$ cat config.mk
export PLATFORM = sky130hd
export DESIGN_NAME = axi_arbiter_flat
export DESIGN_NICKNAME = d
export VERILOG_FILES = /design/src/rtl/axi_arb_pkg.sv /design/src/rtl/axi_arb_if.sv /design/src/rtl/axi_arb_grant.sv /design/src/rtl/axi_arbiter.sv /design/src/flat_wrapper.sv
export SDC_FILE = /design/constraint.sdc
export NUM_CORES = 1
export LEC_CHECK = 0
export BUFFER_PORTS_ARGS = -buffer_cell sky130_fd_sc_hd__buf_2
export CAP_MARGIN = 20
export CORE_AREA = 3 3 300 302
export DETAILED_ROUTE_END_ITERATION = 12
export DIE_AREA = 0 0 303 305
export SKIP_LAST_GASP = 1
export SYNTH_ARGS = -nofsm -noshare
export SYNTH_HDL_FRONTEND = slang
export SYNTH_SLANG_ARGS = --single-unit
$ cat constraint.sdc
create_clock -name clk -period 4.4 [get_ports clk]
set_input_delay 0.88 -clock clk [delete_from_list [all_inputs] [get_ports clk]]
set_output_delay 0.88 -clock clk [all_outputs]
set_load 0.005 [all_outputs]
$ cat src/rtl/axi_arb_pkg.sv
// Shared types and encodings for the two-master AXI4 arbiter.
// Optional build macro: AXI_ARB_RR_EN (round-robin arbitration).
package axi_arb_pkg;

    typedef enum logic [2:0] {
        ST_IDLE  = 3'd0,
        ST_RADDR = 3'd1,
        ST_RDATA = 3'd2,
        ST_WADDR = 3'd3,
        ST_WDATA = 3'd4,
        ST_WRESP = 3'd5
    } state_t;

    localparam logic MST_IFU = 1'b0;
    localparam logic MST_LSU = 1'b1;

    localparam logic [1:0] BURST_FIXED = 2'b00;
    localparam logic [1:0] BURST_INCR  = 2'b01;
    localparam logic [1:0] BURST_WRAP  = 2'b10;

    localparam logic [1:0] RESP_OKAY   = 2'b00;
    localparam logic [1:0] RESP_EXOKAY = 2'b01;
    localparam logic [1:0] RESP_SLVERR = 2'b10;
    localparam logic [1:0] RESP_DECERR = 2'b11;

endpackage

$ cat src/rtl/axi_arb_if.sv
// Full AXI4 bundle (AR, R, AW, W, B) with master/slave modports.
interface axi_arb_if #(
    parameter int ADDR_W = 32,
    parameter int DATA_W = 64,
    parameter int ID_W   = 4
);
    logic                  arvalid, arready;
    logic [ID_W-1:0]       arid;
    logic [ADDR_W-1:0]     araddr;
    logic [7:0]            arlen;
    logic [2:0]            arsize;
    logic [1:0]            arburst;

    logic                  rvalid, rready;
    logic [ID_W-1:0]       rid;
    logic [1:0]            rresp;
    logic [DATA_W-1:0]     rdata;
    logic                  rlast;

    logic                  awvalid, awready;
    logic [ID_W-1:0]       awid;
    logic [ADDR_W-1:0]     awaddr;
    logic [7:0]            awlen;
    logic [2:0]            awsize;
    logic [1:0]            awburst;

    logic                  wvalid, wready;
    logic [DATA_W-1:0]     wdata;
    logic [DATA_W/8-1:0]   wstrb;
    logic                  wlast;

    logic                  bvalid, bready;
    logic [ID_W-1:0]       bid;
    logic [1:0]            bresp;

    modport master (
        output arvalid, arid, araddr, arlen, arsize, arburst,
        output rready,
        output awvalid, awid, awaddr, awlen, awsize, awburst,
        output wvalid, wdata, wstrb, wlast,
        output bready,
        input  arready, rvalid, rid, rresp, rdata, rlast,
        input  awready, wready, bvalid, bid, bresp
    );

    modport slave (
        input  arvalid, arid, araddr, arlen, arsize, arburst,
        input  rready,
        input  awvalid, awid, awaddr, awlen, awsize, awburst,
        input  wvalid, wdata, wstrb, wlast,
        input  bready,
        output arready, rvalid, rid, rresp, rdata, rlast,
        output awready, wready, bvalid, bid, bresp
    );

endinterface

$ cat src/rtl/axi_arb_grant.sv
// IDLE-state winner selection between IFU and LSU.
// AXI_ARB_RR_EN: alternate on conflict; otherwise LSU has fixed priority.
module axi_arb_grant
    import axi_arb_pkg::*;
(
    input  logic i_clk,
    input  logic i_rst_n,
    input  logic i_arb,
    input  logic i_ifu_rd,
    input  logic i_lsu_rd,
    input  logic i_lsu_wr,
    output logic o_valid,
    output logic o_mst,
    output logic o_wr
);
    logic w_lsu;

    assign w_lsu   = i_lsu_rd | i_lsu_wr;
    assign o_valid = i_ifu_rd | w_lsu;
    // A pending LSU write always beats the LSU's own read
    assign o_wr    = (o_mst == MST_LSU) && i_lsu_wr;

`ifdef AXI_ARB_RR_EN
    logic r_last;

    always_comb begin
        o_mst = MST_IFU;
        if (w_lsu && i_ifu_rd)
            o_mst = (r_last == MST_IFU) ? MST_LSU : MST_IFU;
        else if (w_lsu)
            o_mst = MST_LSU;
    end

    always_ff @(posedge i_clk or negedge i_rst_n) begin
        if (!i_rst_n)
            r_last <= MST_IFU;
        else if (i_arb && o_valid)
            r_last <= o_mst;
    end
`else
    logic w_unused;

    assign o_mst    = w_lsu ? MST_LSU : MST_IFU;
    assign w_unused = ^{i_clk, i_rst_n, i_arb};
`endif

endmodule

$ cat src/rtl/axi_arbiter.sv
// Two-master (IFU read, LSU read/write) to one-slave AXI4 arbiter.
// One transaction in flight; AXI_ARB_RR_EN selects round-robin grant.
module axi_arbiter
    import axi_arb_pkg::*;
#(
    parameter int ADDR_W = 32,
    parameter int DATA_W = 64,
    parameter int ID_W   = 4
) (
    input  logic      clk,
    input  logic      rst_n,
    axi_arb_if.slave  s0,
    axi_arb_if.slave  s1,
    axi_arb_if.master m
);
    localparam int WB_W = DATA_W + DATA_W / 8 + 1;

    state_t            r_state, w_next;
    logic              r_mst;
    logic              w_gnt_vld, w_gnt_mst, w_gnt_wr;
    logic              w_sel_arvalid, w_sel_rready;
    logic [ID_W-1:0]   w_sel_arid;
    logic [ADDR_W-1:0] w_sel_araddr;
    logic [7:0]        w_sel_arlen;
    logic [2:0]        w_sel_arsize;
    logic [1:0]        w_sel_arburst;
    logic [WB_W-1:0]   w_w_beat;
    logic              w_unused;

    axi_arb_grant u_grant (
        .i_clk    (clk),
        .i_rst_n  (rst_n),
        .i_arb    (r_state == ST_IDLE),
        .i_ifu_rd (s0.arvalid),
        .i_lsu_rd (s1.arvalid),
        .i_lsu_wr (s1.awvalid),
        .o_valid  (w_gnt_vld),
        .o_mst    (w_gnt_mst),
        .o_wr     (w_gnt_wr)
    );

    always_ff @(posedge clk or negedge rst_n) begin
        if (!rst_n) begin
            r_state <= ST_IDLE;
            r_mst   <= MST_IFU;
        end else begin
            r_state <= w_next;
            if (r_state == ST_IDLE && w_gnt_vld)
                r_mst <= w_gnt_mst;
        end
    end

    assign w_sel_arvalid = (r_mst == MST_LSU) ? s1.arvalid : s0.arvalid;
    assign w_sel_arid    = (r_mst == MST_LSU) ? s1.arid    : s0.arid;
    assign w_sel_araddr  = (r_mst == MST_LSU) ? s1.araddr  : s0.araddr;
    assign w_sel_arlen   = (r_mst == MST_LSU) ? s1.arlen   : s0.arlen;
    assign w_sel_arsize  = (r_mst == MST_LSU) ? s1.arsize  : s0.arsize;
    assign w_sel_arburst = (r_mst == MST_LSU) ? s1.arburst : s0.arburst;
    assign w_sel_rready  = (r_mst == MST_LSU) ? s1.rready  : s0.rready;
    assign w_w_beat      = {s1.wdata, s1.wstrb, s1.wlast};

    // The IFU port is read-only; its write-side inputs are ignored
    assign w_unused = ^{s0.awvalid, s0.awid, s0.awaddr, s0.awlen,
                        s0.awsize, s0.awburst, s0.wvalid, s0.wdata,
                        s0.wstrb, s0.wlast, s0.bready};

    always_comb begin
        w_next = r_state;
        unique case (r_state)
            ST_IDLE:
                if (w_gnt_vld)
                    w_next = w_gnt_wr ? ST_WADDR : ST_RADDR;
            ST_RADDR:
                if (w_sel_arvalid && m.arready)
                    w_next = ST_RDATA;
            ST_RDATA:
                if (m.rvalid && w_sel_rready && m.rlast)
                    w_next = ST_IDLE;
            ST_WADDR:
                if (s1.awvalid && m.awready)
                    w_next = ST_WDATA;
            ST_WDATA:
                if (s1.wvalid && m.wready && s1.wlast)
                    w_next = ST_WRESP;
            ST_WRESP:
                if (m.bvalid && s1.bready)
                    w_next = ST_IDLE;
            default:
                w_next = ST_IDLE;
        endcase
    end

    always_comb begin
        m.arvalid  = 1'b0;  m.arid    = '0;  m.araddr = '0;
        m.arlen    = '0;    m.arsize  = '0;  m.arburst = '0;
        m.rready   = 1'b0;
        m.awvalid  = 1'b0;  m.awid    = '0;  m.awaddr = '0;
        m.awlen    = '0;    m.awsize  = '0;  m.awburst = '0;
        m.wvalid   = 1'b0;  m.wdata   = '0;  m.wstrb  = '0;
        m.wlast    = 1'b0;  m.bready  = 1'b0;
        s0.arready = 1'b0;  s0.rvalid = 1'b0; s0.rid   = '0;
        s0.rresp   = '0;    s0.rdata  = '0;  s0.rlast = 1'b0;
        s0.awready = 1'b0;  s0.wready = 1'b0; s0.bvalid = 1'b0;
        s0.bid     = '0;    s0.bresp  = '0;
        s1.arready = 1'b0;  s1.rvalid = 1'b0; s1.rid   = '0;
        s1.rresp   = '0;    s1.rdata  = '0;  s1.rlast = 1'b0;
        s1.awready = 1'b0;  s1.wready = 1'b0; s1.bvalid = 1'b0;
        s1.bid     = '0;    s1.bresp  = '0;
        unique case (r_state)
            ST_RADDR: begin
                m.arvalid = w_sel_arvalid;
                m.arid    = w_sel_arid;
                m.araddr  = w_sel_araddr;
                m.arlen   = w_sel_arlen;
                m.arsize  = w_sel_arsize;
                m.arburst = w_sel_arburst;
                if (r_mst == MST_LSU) s1.arready = m.arready;
                else                  s0.arready = m.arready;
            end
            ST_RDATA: begin
                m.rready = w_sel_rready;
                if (r_mst == MST_LSU) begin
                    s1.rvalid = m.rvalid;  s1.rid   = m.rid;
                    s1.rresp  = m.rresp;   s1.rdata = m.rdata;
                    s1.rlast  = m.rlast;
                end else begin
                    s0.rvalid = m.rvalid;  s0.rid   = m.rid;
                    s0.rresp  = m.rresp;   s0.rdata = m.rdata;
                    s0.rlast  = m.rlast;
                end
            end
            ST_WADDR: begin
                m.awvalid  = s1.awvalid;
                m.awid     = s1.awid;
                m.awaddr   = s1.awaddr;
                m.awlen    = s1.awlen;
                m.awsize   = s1.awsize;
                m.awburst  = s1.awburst;
                s1.awready = m.awready;
            end
            ST_WDATA: begin
                m.wvalid  = s1.wvalid;
                {m.wdata, m.wstrb, m.wlast} = w_w_beat;
                s1.wready = m.wready;
            end
            ST_WRESP: begin
                s1.bvalid = m.bvalid;
                s1.bid    = m.bid;
                s1.bresp  = m.bresp;
                m.bready  = s1.bready;
            end
            default: ;
        endcase
    end

endmodule
$ cat src/flat_wrapper.sv
// flat-port wrapper written by rule: the top's interface ports become plain ports
module axi_arbiter_flat import axi_arb_pkg::*;
#(
    parameter int ADDR_W = 32,
    parameter int DATA_W = 64,
    parameter int ID_W   = 4
)
  (clk, rst_n, s0_arvalid, s0_arid, s0_araddr, s0_arlen, s0_arsize, s0_arburst, s0_rready, s0_awvalid, s0_awid, s0_awaddr, s0_awlen, s0_awsize, s0_awburst, s0_wvalid, s0_wdata, s0_wstrb, s0_wlast, s0_bready, s0_arready, s0_rvalid, s0_rid, s0_rresp, s0_rdata, s0_rlast, s0_awready, s0_wready, s0_bvalid, s0_bid, s0_bresp, s1_arvalid, s1_arid, s1_araddr, s1_arlen, s1_arsize, s1_arburst, s1_rready, s1_awvalid, s1_awid, s1_awaddr, s1_awlen, s1_awsize, s1_awburst, s1_wvalid, s1_wdata, s1_wstrb, s1_wlast, s1_bready, s1_arready, s1_rvalid, s1_rid, s1_rresp, s1_rdata, s1_rlast, s1_awready, s1_wready, s1_bvalid, s1_bid, s1_bresp, m_arvalid, m_arid, m_araddr, m_arlen, m_arsize, m_arburst, m_rready, m_awvalid, m_awid, m_awaddr, m_awlen, m_awsize, m_awburst, m_wvalid, m_wdata, m_wstrb, m_wlast, m_bready, m_arready, m_rvalid, m_rid, m_rresp, m_rdata, m_rlast, m_awready, m_wready, m_bvalid, m_bid, m_bresp);
  axi_arb_if #(.ADDR_W(ADDR_W), .DATA_W(DATA_W), .ID_W(ID_W)) s0_i ();
  axi_arb_if #(.ADDR_W(ADDR_W), .DATA_W(DATA_W), .ID_W(ID_W)) s1_i ();
  axi_arb_if #(.ADDR_W(ADDR_W), .DATA_W(DATA_W), .ID_W(ID_W)) m_i ();
  input  logic clk;
  input  logic rst_n;
  input wire logic [$bits(s0_i.arvalid)-1:0] s0_arvalid;
  input wire logic [$bits(s0_i.arid)-1:0] s0_arid;
  input wire logic [$bits(s0_i.araddr)-1:0] s0_araddr;
  input wire logic [$bits(s0_i.arlen)-1:0] s0_arlen;
  input wire logic [$bits(s0_i.arsize)-1:0] s0_arsize;
  input wire logic [$bits(s0_i.arburst)-1:0] s0_arburst;
  input wire logic [$bits(s0_i.rready)-1:0] s0_rready;
  input wire logic [$bits(s0_i.awvalid)-1:0] s0_awvalid;
  input wire logic [$bits(s0_i.awid)-1:0] s0_awid;
  input wire logic [$bits(s0_i.awaddr)-1:0] s0_awaddr;
  input wire logic [$bits(s0_i.awlen)-1:0] s0_awlen;
  input wire logic [$bits(s0_i.awsize)-1:0] s0_awsize;
  input wire logic [$bits(s0_i.awburst)-1:0] s0_awburst;
  input wire logic [$bits(s0_i.wvalid)-1:0] s0_wvalid;
  input wire logic [$bits(s0_i.wdata)-1:0] s0_wdata;
  input wire logic [$bits(s0_i.wstrb)-1:0] s0_wstrb;
  input wire logic [$bits(s0_i.wlast)-1:0] s0_wlast;
  input wire logic [$bits(s0_i.bready)-1:0] s0_bready;
  output wire logic [$bits(s0_i.arready)-1:0] s0_arready;
  output wire logic [$bits(s0_i.rvalid)-1:0] s0_rvalid;
  output wire logic [$bits(s0_i.rid)-1:0] s0_rid;
  output wire logic [$bits(s0_i.rresp)-1:0] s0_rresp;
  output wire logic [$bits(s0_i.rdata)-1:0] s0_rdata;
  output wire logic [$bits(s0_i.rlast)-1:0] s0_rlast;
  output wire logic [$bits(s0_i.awready)-1:0] s0_awready;
  output wire logic [$bits(s0_i.wready)-1:0] s0_wready;
  output wire logic [$bits(s0_i.bvalid)-1:0] s0_bvalid;
  output wire logic [$bits(s0_i.bid)-1:0] s0_bid;
  output wire logic [$bits(s0_i.bresp)-1:0] s0_bresp;
  input wire logic [$bits(s1_i.arvalid)-1:0] s1_arvalid;
  input wire logic [$bits(s1_i.arid)-1:0] s1_arid;
  input wire logic [$bits(s1_i.araddr)-1:0] s1_araddr;
  input wire logic [$bits(s1_i.arlen)-1:0] s1_arlen;
  input wire logic [$bits(s1_i.arsize)-1:0] s1_arsize;
  input wire logic [$bits(s1_i.arburst)-1:0] s1_arburst;
  input wire logic [$bits(s1_i.rready)-1:0] s1_rready;
  input wire logic [$bits(s1_i.awvalid)-1:0] s1_awvalid;
  input wire logic [$bits(s1_i.awid)-1:0] s1_awid;
  input wire logic [$bits(s1_i.awaddr)-1:0] s1_awaddr;
  input wire logic [$bits(s1_i.awlen)-1:0] s1_awlen;
  input wire logic [$bits(s1_i.awsize)-1:0] s1_awsize;
  input wire logic [$bits(s1_i.awburst)-1:0] s1_awburst;
  input wire logic [$bits(s1_i.wvalid)-1:0] s1_wvalid;
  input wire logic [$bits(s1_i.wdata)-1:0] s1_wdata;
  input wire logic [$bits(s1_i.wstrb)-1:0] s1_wstrb;
  input wire logic [$bits(s1_i.wlast)-1:0] s1_wlast;
  input wire logic [$bits(s1_i.bready)-1:0] s1_bready;
  output wire logic [$bits(s1_i.arready)-1:0] s1_arready;
  output wire logic [$bits(s1_i.rvalid)-1:0] s1_rvalid;
  output wire logic [$bits(s1_i.rid)-1:0] s1_rid;
  output wire logic [$bits(s1_i.rresp)-1:0] s1_rresp;
  output wire logic [$bits(s1_i.rdata)-1:0] s1_rdata;
  output wire logic [$bits(s1_i.rlast)-1:0] s1_rlast;
  output wire logic [$bits(s1_i.awready)-1:0] s1_awready;
  output wire logic [$bits(s1_i.wready)-1:0] s1_wready;
  output wire logic [$bits(s1_i.bvalid)-1:0] s1_bvalid;
  output wire logic [$bits(s1_i.bid)-1:0] s1_bid;
  output wire logic [$bits(s1_i.bresp)-1:0] s1_bresp;
  output wire logic [$bits(m_i.arvalid)-1:0] m_arvalid;
  output wire logic [$bits(m_i.arid)-1:0] m_arid;
  output wire logic [$bits(m_i.araddr)-1:0] m_araddr;
  output wire logic [$bits(m_i.arlen)-1:0] m_arlen;
  output wire logic [$bits(m_i.arsize)-1:0] m_arsize;
  output wire logic [$bits(m_i.arburst)-1:0] m_arburst;
  output wire logic [$bits(m_i.rready)-1:0] m_rready;
  output wire logic [$bits(m_i.awvalid)-1:0] m_awvalid;
  output wire logic [$bits(m_i.awid)-1:0] m_awid;
  output wire logic [$bits(m_i.awaddr)-1:0] m_awaddr;
  output wire logic [$bits(m_i.awlen)-1:0] m_awlen;
  output wire logic [$bits(m_i.awsize)-1:0] m_awsize;
  output wire logic [$bits(m_i.awburst)-1:0] m_awburst;
  output wire logic [$bits(m_i.wvalid)-1:0] m_wvalid;
  output wire logic [$bits(m_i.wdata)-1:0] m_wdata;
  output wire logic [$bits(m_i.wstrb)-1:0] m_wstrb;
  output wire logic [$bits(m_i.wlast)-1:0] m_wlast;
  output wire logic [$bits(m_i.bready)-1:0] m_bready;
  input wire logic [$bits(m_i.arready)-1:0] m_arready;
  input wire logic [$bits(m_i.rvalid)-1:0] m_rvalid;
  input wire logic [$bits(m_i.rid)-1:0] m_rid;
  input wire logic [$bits(m_i.rresp)-1:0] m_rresp;
  input wire logic [$bits(m_i.rdata)-1:0] m_rdata;
  input wire logic [$bits(m_i.rlast)-1:0] m_rlast;
  input wire logic [$bits(m_i.awready)-1:0] m_awready;
  input wire logic [$bits(m_i.wready)-1:0] m_wready;
  input wire logic [$bits(m_i.bvalid)-1:0] m_bvalid;
  input wire logic [$bits(m_i.bid)-1:0] m_bid;
  input wire logic [$bits(m_i.bresp)-1:0] m_bresp;
  assign s0_i.arvalid = s0_arvalid;
  assign s0_i.arid = s0_arid;
  assign s0_i.araddr = s0_araddr;
  assign s0_i.arlen = s0_arlen;
  assign s0_i.arsize = s0_arsize;
  assign s0_i.arburst = s0_arburst;
  assign s0_i.rready = s0_rready;
  assign s0_i.awvalid = s0_awvalid;
  assign s0_i.awid = s0_awid;
  assign s0_i.awaddr = s0_awaddr;
  assign s0_i.awlen = s0_awlen;
  assign s0_i.awsize = s0_awsize;
  assign s0_i.awburst = s0_awburst;
  assign s0_i.wvalid = s0_wvalid;
  assign s0_i.wdata = s0_wdata;
  assign s0_i.wstrb = s0_wstrb;
  assign s0_i.wlast = s0_wlast;
  assign s0_i.bready = s0_bready;
  assign s0_arready = s0_i.arready;
  assign s0_rvalid = s0_i.rvalid;
  assign s0_rid = s0_i.rid;
  assign s0_rresp = s0_i.rresp;
  assign s0_rdata = s0_i.rdata;
  assign s0_rlast = s0_i.rlast;
  assign s0_awready = s0_i.awready;
  assign s0_wready = s0_i.wready;
  assign s0_bvalid = s0_i.bvalid;
  assign s0_bid = s0_i.bid;
  assign s0_bresp = s0_i.bresp;
  assign s1_i.arvalid = s1_arvalid;
  assign s1_i.arid = s1_arid;
  assign s1_i.araddr = s1_araddr;
  assign s1_i.arlen = s1_arlen;
  assign s1_i.arsize = s1_arsize;
  assign s1_i.arburst = s1_arburst;
  assign s1_i.rready = s1_rready;
  assign s1_i.awvalid = s1_awvalid;
  assign s1_i.awid = s1_awid;
  assign s1_i.awaddr = s1_awaddr;
  assign s1_i.awlen = s1_awlen;
  assign s1_i.awsize = s1_awsize;
  assign s1_i.awburst = s1_awburst;
  assign s1_i.wvalid = s1_wvalid;
  assign s1_i.wdata = s1_wdata;
  assign s1_i.wstrb = s1_wstrb;
  assign s1_i.wlast = s1_wlast;
  assign s1_i.bready = s1_bready;
  assign s1_arready = s1_i.arready;
  assign s1_rvalid = s1_i.rvalid;
  assign s1_rid = s1_i.rid;
  assign s1_rresp = s1_i.rresp;
  assign s1_rdata = s1_i.rdata;
  assign s1_rlast = s1_i.rlast;
  assign s1_awready = s1_i.awready;
  assign s1_wready = s1_i.wready;
  assign s1_bvalid = s1_i.bvalid;
  assign s1_bid = s1_i.bid;
  assign s1_bresp = s1_i.bresp;
  assign m_arvalid = m_i.arvalid;
  assign m_arid = m_i.arid;
  assign m_araddr = m_i.araddr;
  assign m_arlen = m_i.arlen;
  assign m_arsize = m_i.arsize;
  assign m_arburst = m_i.arburst;
  assign m_rready = m_i.rready;
  assign m_awvalid = m_i.awvalid;
  assign m_awid = m_i.awid;
  assign m_awaddr = m_i.awaddr;
  assign m_awlen = m_i.awlen;
  assign m_awsize = m_i.awsize;
  assign m_awburst = m_i.awburst;
  assign m_wvalid = m_i.wvalid;
  assign m_wdata = m_i.wdata;
  assign m_wstrb = m_i.wstrb;
  assign m_wlast = m_i.wlast;
  assign m_bready = m_i.bready;
  assign m_i.arready = m_arready;
  assign m_i.rvalid = m_rvalid;
  assign m_i.rid = m_rid;
  assign m_i.rresp = m_rresp;
  assign m_i.rdata = m_rdata;
  assign m_i.rlast = m_rlast;
  assign m_i.awready = m_awready;
  assign m_i.wready = m_wready;
  assign m_i.bvalid = m_bvalid;
  assign m_i.bid = m_bid;
  assign m_i.bresp = m_bresp;
  axi_arbiter #(.ADDR_W(ADDR_W), .DATA_W(DATA_W), .ID_W(ID_W)) u_core (.clk(clk), .rst_n(rst_n), .s0(s0_i), .s1(s1_i), .m(m_i));
endmodule
==> results.yml, run 1 <==
sta:
  finalSetupViolCount: 0
  grt_setup_unrepaired: "false"
  final.hold.worst_slack_ps: 460.0
  slew_headroom_pct: 34.33
  max_slew.worst_pin.slew_ps: 985.0
  final.period_utilization_pct: 74.00
  report.final.hold_viol_count: 0
  final.min_clock_period_ps: 3256
  slew_viol_final: 0
  fin_worst_skew_ps: 4.337
  clock.fmax_mhz: 307.1
  setup-tns-final_ps: 0
cts:
  cts.root.buffer_cell: "clkbuf_16"
  cts_inserted_buffers: 3
  cts_max_level: 1
  clock_path_buffers: 2
  postCtsHoldBufs: 0
  clock-sinks: 4
  post-cts-setup-buffer-count: 0
  clock_latency_ps: 220
  cts-resized-gates: 0
  clk_pin_slew_worst_paths_ps: 30
  cts_tree: "built"
floorplanning:
  design.die.area_um2: 92420
  ios: 776
  floorplan.core_area_um2: 87970
  die_width_um: 303
  rows: 109
  die_h_um: 305
  initial_utilization_pct: 3.596
synth:
  synth.lib_cells_used.distinct: 29
  synthesis.yosys.warnings: 0
  synth.top_cells.by_count: "278 x and2_1, 54 x nor2_1, 51 x mux2i_1"
  synth_seq_area_share_pct: 3.165
  number_of_synthesized_flops_with_an_enable_pin: 0
  syn_area_per_cell_um2: 6.730
  synth_largest_type_area_fraction_pct: 54.98
  portion_of_netlist_area_occupied_by_mux_cells_pct: 16.50
  synth_area_leaders: "and2_1 55%, mux2i_1 16%, nor2_1 6.4%"
  synth_compound_area_share_pct: 2.888
  synth_ff_type: "dfrtp_1"
  async_reset_ff_share_pct: 100.0
  synthCells: 470
  synth-simple-area-share_pct: 65.59
  netlist.top_cell.by_area: "and2_1"
  synthMostInstantiatedCell: "and2_1"
  synthesized_area_fraction_occupied_by_adder_cells_pct: 0
  post_synth_xor_area_fraction_pct: 0
  yosys_register_bits: 4
  synth.cell_area_um2: 3163
  combinational_family_with_the_most_area_after_synthesis: "simple AND/OR/NAND/NOR gates"
drt:
  drt.antenna.violating_nets: 0
  post_detailed_route_via_to_cell_ratio: 2.512
  drt_pre_antenna_iters: 4
  wl_per_cell_um: 20.38
  vias: 5660
  detail_route.wirelength_um: 45920
  first_drt_iteration_drcs: 173
  final_routed_drc_violation_total: 0
grt:
  global_route.usage.total_pct: 9.246
  vias_in_the_first_global_route: 5181
  largest_net_degree_at_the_start_of_global_routing: 77
  busiest_layer: "met2"
  gr-usage-met3_pct: 7.237
  grtUsageMet1_pct: 10.03
  grt.met2_usage_pct: 14.67
  grt_antenna_before_repair: 46
  wire_length_of_the_first_global_routing_pass_um: 54280
  grt-ovfl-total: 0
critical_path:
  worst_path_required_ps: 3520
  timing.critical_path.fanout_max: 42
  cp_data_arrival_time_ps: 2380
  setup.worst_path.end_class: "primary output"
  path_class: "reg -> out"
  regToRegStartpoint: "u_core.r_mst"
  critPathLaunchType: "register"
  worstSetupStartpoint: "u_core.r_state[0]"
layout:
  fillers: 10420
  share_of_layout_cells_above_drive_strength_1_pct: 61.06
  final_nets: 1513
  area_growth_syn_to_layout_pct: 142.2
min_path:
  hold_path_class: "in -> async"
placement:
  placement.io_buffers: 641
  detailed_place_hpwl_um: 42550
  routabilityCongestion: 0.8478
power_and_ir_drop:
  total_leakage_power_nw: 4.556
  power_density_nw_per_um2: 301.7
  vdd_ir_drop_max_uv: 385.7
run:
  maxCapViolations: 0
run_status:
  run_status: "finished, final reports clean"
## path summary, 6_finish.rpt
kind,to,slack (ps),depth (start not counted)
max,s1_rdata[40],1140,5
min,u_core.r_mst,460,1
max reg2reg,u_core.r_state[1],2240,5
min reg2reg,u_core.r_state[2],680,1
max in group asynchronous,u_core.r_mst,3800,1
min in group clk,u_core.r_state[2],680,1
## cell usage in the layout, fill, tap and decap left out
cell type	synthesis	final
buf_2	6	641
and2_1	278	278
nor2_1	54	54
mux2i_1	51	51
diode_2	0	12
conb_1	1	9
nand2_1	7	6
nor3_1	4	4
clkbuf_16	0	3
buf_4	10	3
dfrtp_1	4	3
inv_1	2	2
nor2_8	2	2
and3b_1	2	1
or3b_4	1	1
nor3b_4	0	1
and3b_2	0	1
nand2_2	0	1
a22oi_4	1	1
nand3_1	1	1
a22oi_1	1	1
o311ai_1	1	1
mux2_2	1	1
a22o_1	1	1
o211ai_1	1	1
a32o_1	1	1
o21bai_1	1	1
a21o_1	1	1
a21boi_0	1	1
o21ai_0	1	1
clkbuf_1	13	1
buf_12	0	1
dfrtp_4	0	1
## critical path, stage by stage (launching register included)
cell	delay, ps
dfrtp_1	500
or3b_4	520
nor2_8	450
buf_12	250
and2_1	130
buf_2	230
## cell type report
class | count | area, µm² | share of cell area (%)
inverter | 2 | 7.507 | 0.09801
sequential | 4 | 103.9 | 1.356
clock buffer | 4 | 78.83 | 1.029
multi-input combinational | 421 | 2731 | 35.66
tap | 1165 | 1458 | 19.03
timing repair buffer | 645 | 3251 | 42.44
antenna | 12 | 30.03 | 0.3920
## routing by layer
layer	share of wire (%)	up-vias
li1	-	2664
met1	37	2438
met2	42	486
met3	19	54
met4	1.4	18
met5	0.29	-
## power breakdown
part,switching [mW],internal (mW),total (mW)
Sequential,0.0422,0.0570,0.0992
Combinational,1.21,0.856,2.07
Clock,0.0262,0.120,0.146
## registers in the layout (all words and copies together) (netlist names)
register and count:
u_core.r_state 3, u_core.r_mst 1
## stage by stage
stage | cells | setup WS (ps) | utilization, % | area [µm²] | total power, mW
after floorplan | 478 | 2146 | - | 3193 | 1.117
after global placement | 2237 | 1307 | 8.584 | 7551 | 2.231
after detailed placement | 2237 | 1276 | 8.584 | 7551 | 2.251
after CTS | 2241 | 1029 | 8.674 | 7630 | 2.415
after global routing | 2243 | 933.9 | 8.679 | 7635 | 2.581
final | 2253 | 1144 | 8.708 | 7660 | 2.311
## cells by family (layout without fill, tap and decap cells)
logic type / Yosys count / count (layout)
mux: 52 / 52
compound gates: 10 / 10
flops: 4 / 4
simple gates: 350 / 350
other cells: 1 / 21
buf+inv: 53 / 651
(Power assumes the default switching activity.)
==> run 2, diff against run 1 <==
- CORE_AREA: 3 3 300 302 -> 3 3 301 303
- DIE_AREA: 0 0 303 305 -> 0 0 304 306
- clock period: 4.4 -> 2.8 ns (I/O delays scaled with it)
==> run 2 against run 1 <==
  * Sequential share of layout area hardly changed
  * Final area is 1.5% higher
  * Combinational power is 71% higher
  * Critical path type unchanged
  * Die area is 0.66% higher
  * Via count is 2.8% higher
  * First-iteration DRC count is 37% higher
  * Critical path depth stayed put
  * Power is 69% higher
  * Sequential power is 33% higher
  * Largest power group unchanged
  * Worst setup slack worse by 920 ps
  * Clock-buffer cell count stayed put
  * Critical endpoint is now s1_rdata[25]
  * Final cell count is 0.40% higher
==> results.yml, run 2 (synthesis gave the netlist of run 1 again) <==
critical_path:
  critical_path.cell_chain: "or3b_4, nor2_8, buf_12, and2_1, buf_2"
  cp_slowest_stage_delay_ps: 480
  worst_path_required_ps: 2240
  crit_slowest_cell: "or3b_4"
  path_class: "reg -> out"
  critPathLaunchType: "register"
  setup.worst_path.end_class: "primary output"
  cp_data_arrival_time_ps: 2020
  timing.critical_path.fanout_max: 73
placement:
  place_inst: 2243
  routabilityCongestion: 0.8937
  placement.io_buffers: 641
  place_ws_ps: 380.5
  detailed_place_hpwl_um: 52640
grt:
  grt-ovfl-total: 0
  largest_net_degree_at_the_start_of_global_routing: 76
  busiest_layer: "met2"
  grt_antenna_before_repair: 58
  gr-usage-met3_pct: 10.35
  vias_in_the_first_global_route: 5760
  global_route.usage.total_pct: 11.44
  wire_length_of_the_first_global_routing_pass_um: 67620
  grt.met2_usage_pct: 19.15
  grtUsageMet1_pct: 10.62
run:
  maxCapViolations: 0
drt:
  wl_per_cell_um: 24.75
  drt_pre_antenna_iters: 4
  first_drt_iteration_drcs: 237
  vias: 5821
  post_detailed_route_via_to_cell_ratio: 2.573
  final_routed_drc_violation_total: 0
  drt.antenna.violating_nets: 0
  detail_route.wirelength_um: 56000
layout:
  largest-register: "u_core.r_state"
  share_of_layout_cells_above_drive_strength_1_pct: 61.28
  fillers: 10450
  area_growth_syn_to_layout_pct: 145.9
  largest_register_ffs: 3
  final_nets: 1519
  mostFrequentLayoutCells: "640 x buf_2, 278 x and2_1, 54 x nor2_1, 51 x mux2i_1, 9 x conb_1"
  mostFrequentLayoutCell: "buf_2"
  stdcell_count: 2262
  top_regs: "u_core.r_state x3, u_core.r_mst x1"
sta:
  setup-tns-final_ps: 0
  max_slew.worst_pin.slew_ps: 550.5
  setup_slack_ps: 223.2
  clock.fmax_mhz: 388.1
  final.hold.worst_slack_ps: 137.4
  slew_viol_final: 0
  report.final.hold_viol_count: 0
  fin_worst_skew_ps: 2.855
  final.min_clock_period_ps: 2577
  grt_setup_unrepaired: "false"
  slew_headroom_pct: 62.25
  finalSetupViolCount: 0
  final.period_utilization_pct: 92.03
power_and_ir_drop:
  vdd_ir_drop_max_uv: 530.6
  power_density_nw_per_um2: 502.9
  total_leakage_power_nw: 4.603
cts:
  clock_latency_ps: 220
  cts_max_level: 1
  post-cts-setup-buffer-count: 0
  clock-sinks: 4
  cts.root.buffer_cell: "clkbuf_16"
  cts-resized-gates: 0
  clock_path_buffers: 2
  cts_inserted_buffers: 3
  postCtsHoldBufs: 0
  clk_pin_slew_worst_paths_ps: 30
  cts_tree: "built"
floorplanning:
  rows: 109
  ios: 776
  floorplan.core_area_um2: 88240
  die_width_um: 304
  die_h_um: 306
  initial_utilization_pct: 3.585
  design.die.area_um2: 93020
run_status:
  run_status: "finished, final reports clean"
min_path:
  hold_path_class: "in -> async"
==> run 2: report_power, final <==
group	total (mW)	switching, mW	internal (mW)	leakage [nW]
combinational	3.55	2.11	1.44	4.52
clock	0.229	0.0408	0.188	0.0382
sequential	0.132	0.0421	0.0901	0.0474
total	3.91	2.20	1.72	4.60
==> run 2: worst paths after layout <==
| path | startpoint | to | slack (ps) | cells past startpoint |
|---|---|---|---|---|
| max in group asynchronous | rst_n | u_core.r_mst | 2520 | 1 |
| min reg2reg | u_core.r_state[1] | u_core.r_state[1] | 680 | 2 |
| min | rst_n | u_core.r_mst | 140 | 1 |
| max reg2reg | u_core.r_mst | u_core.r_state[1] | 610 | 5 |
| min in group clk | s1_arvalid | u_core.r_mst | 610 | 3 |
| max | u_core.r_state[2] | s1_rdata[25] | 220 | 5 |
==> run 2: area by class of cell <==
cell class                      instances  area (µm²)  area share [%]
Antenna cell                           15       37.54          0.4826
Sequential cell                         4       103.9           1.335
Clock buffer                            4       78.83           1.014
Inverter                                2       7.507         0.09653
Timing Repair Buffer                  651        3361           43.21
Multi-Input combinational cell        421        2731           35.12
Tap cell                             1165        1458           18.74
==> run 2: metal layers <==
metal / part of all wire [%] / routed length [µm]
met5: 0.043 / 24
met4: 2.1 / 1164
met3: 21 / 11600
met2: 45 / 25210
met1: 32 / 17990
==> run 2: worst max-delay path: cells and delay by family (launching register included) <==
kind                   cells  cell delay [ps]
AND/OR/NAND/NOR            3              760
buffers and inverters      2              490
flip-flops                 1              450
==> run 2: per-stage QoR <==
step / total power, mW / util, % / cell area (µm²)
2_1_floorplan: 1.756 / - / 3193
3_3_place_gp: 3.784 / 8.682 / 7661
3_5_place_dp: 3.799 / 8.682 / 7661
4_1_cts: 4.047 / 8.772 / 7740
5_1_grt: 4.318 / 8.783 / 7750
6_report: 3.912 / 8.814 / 7777
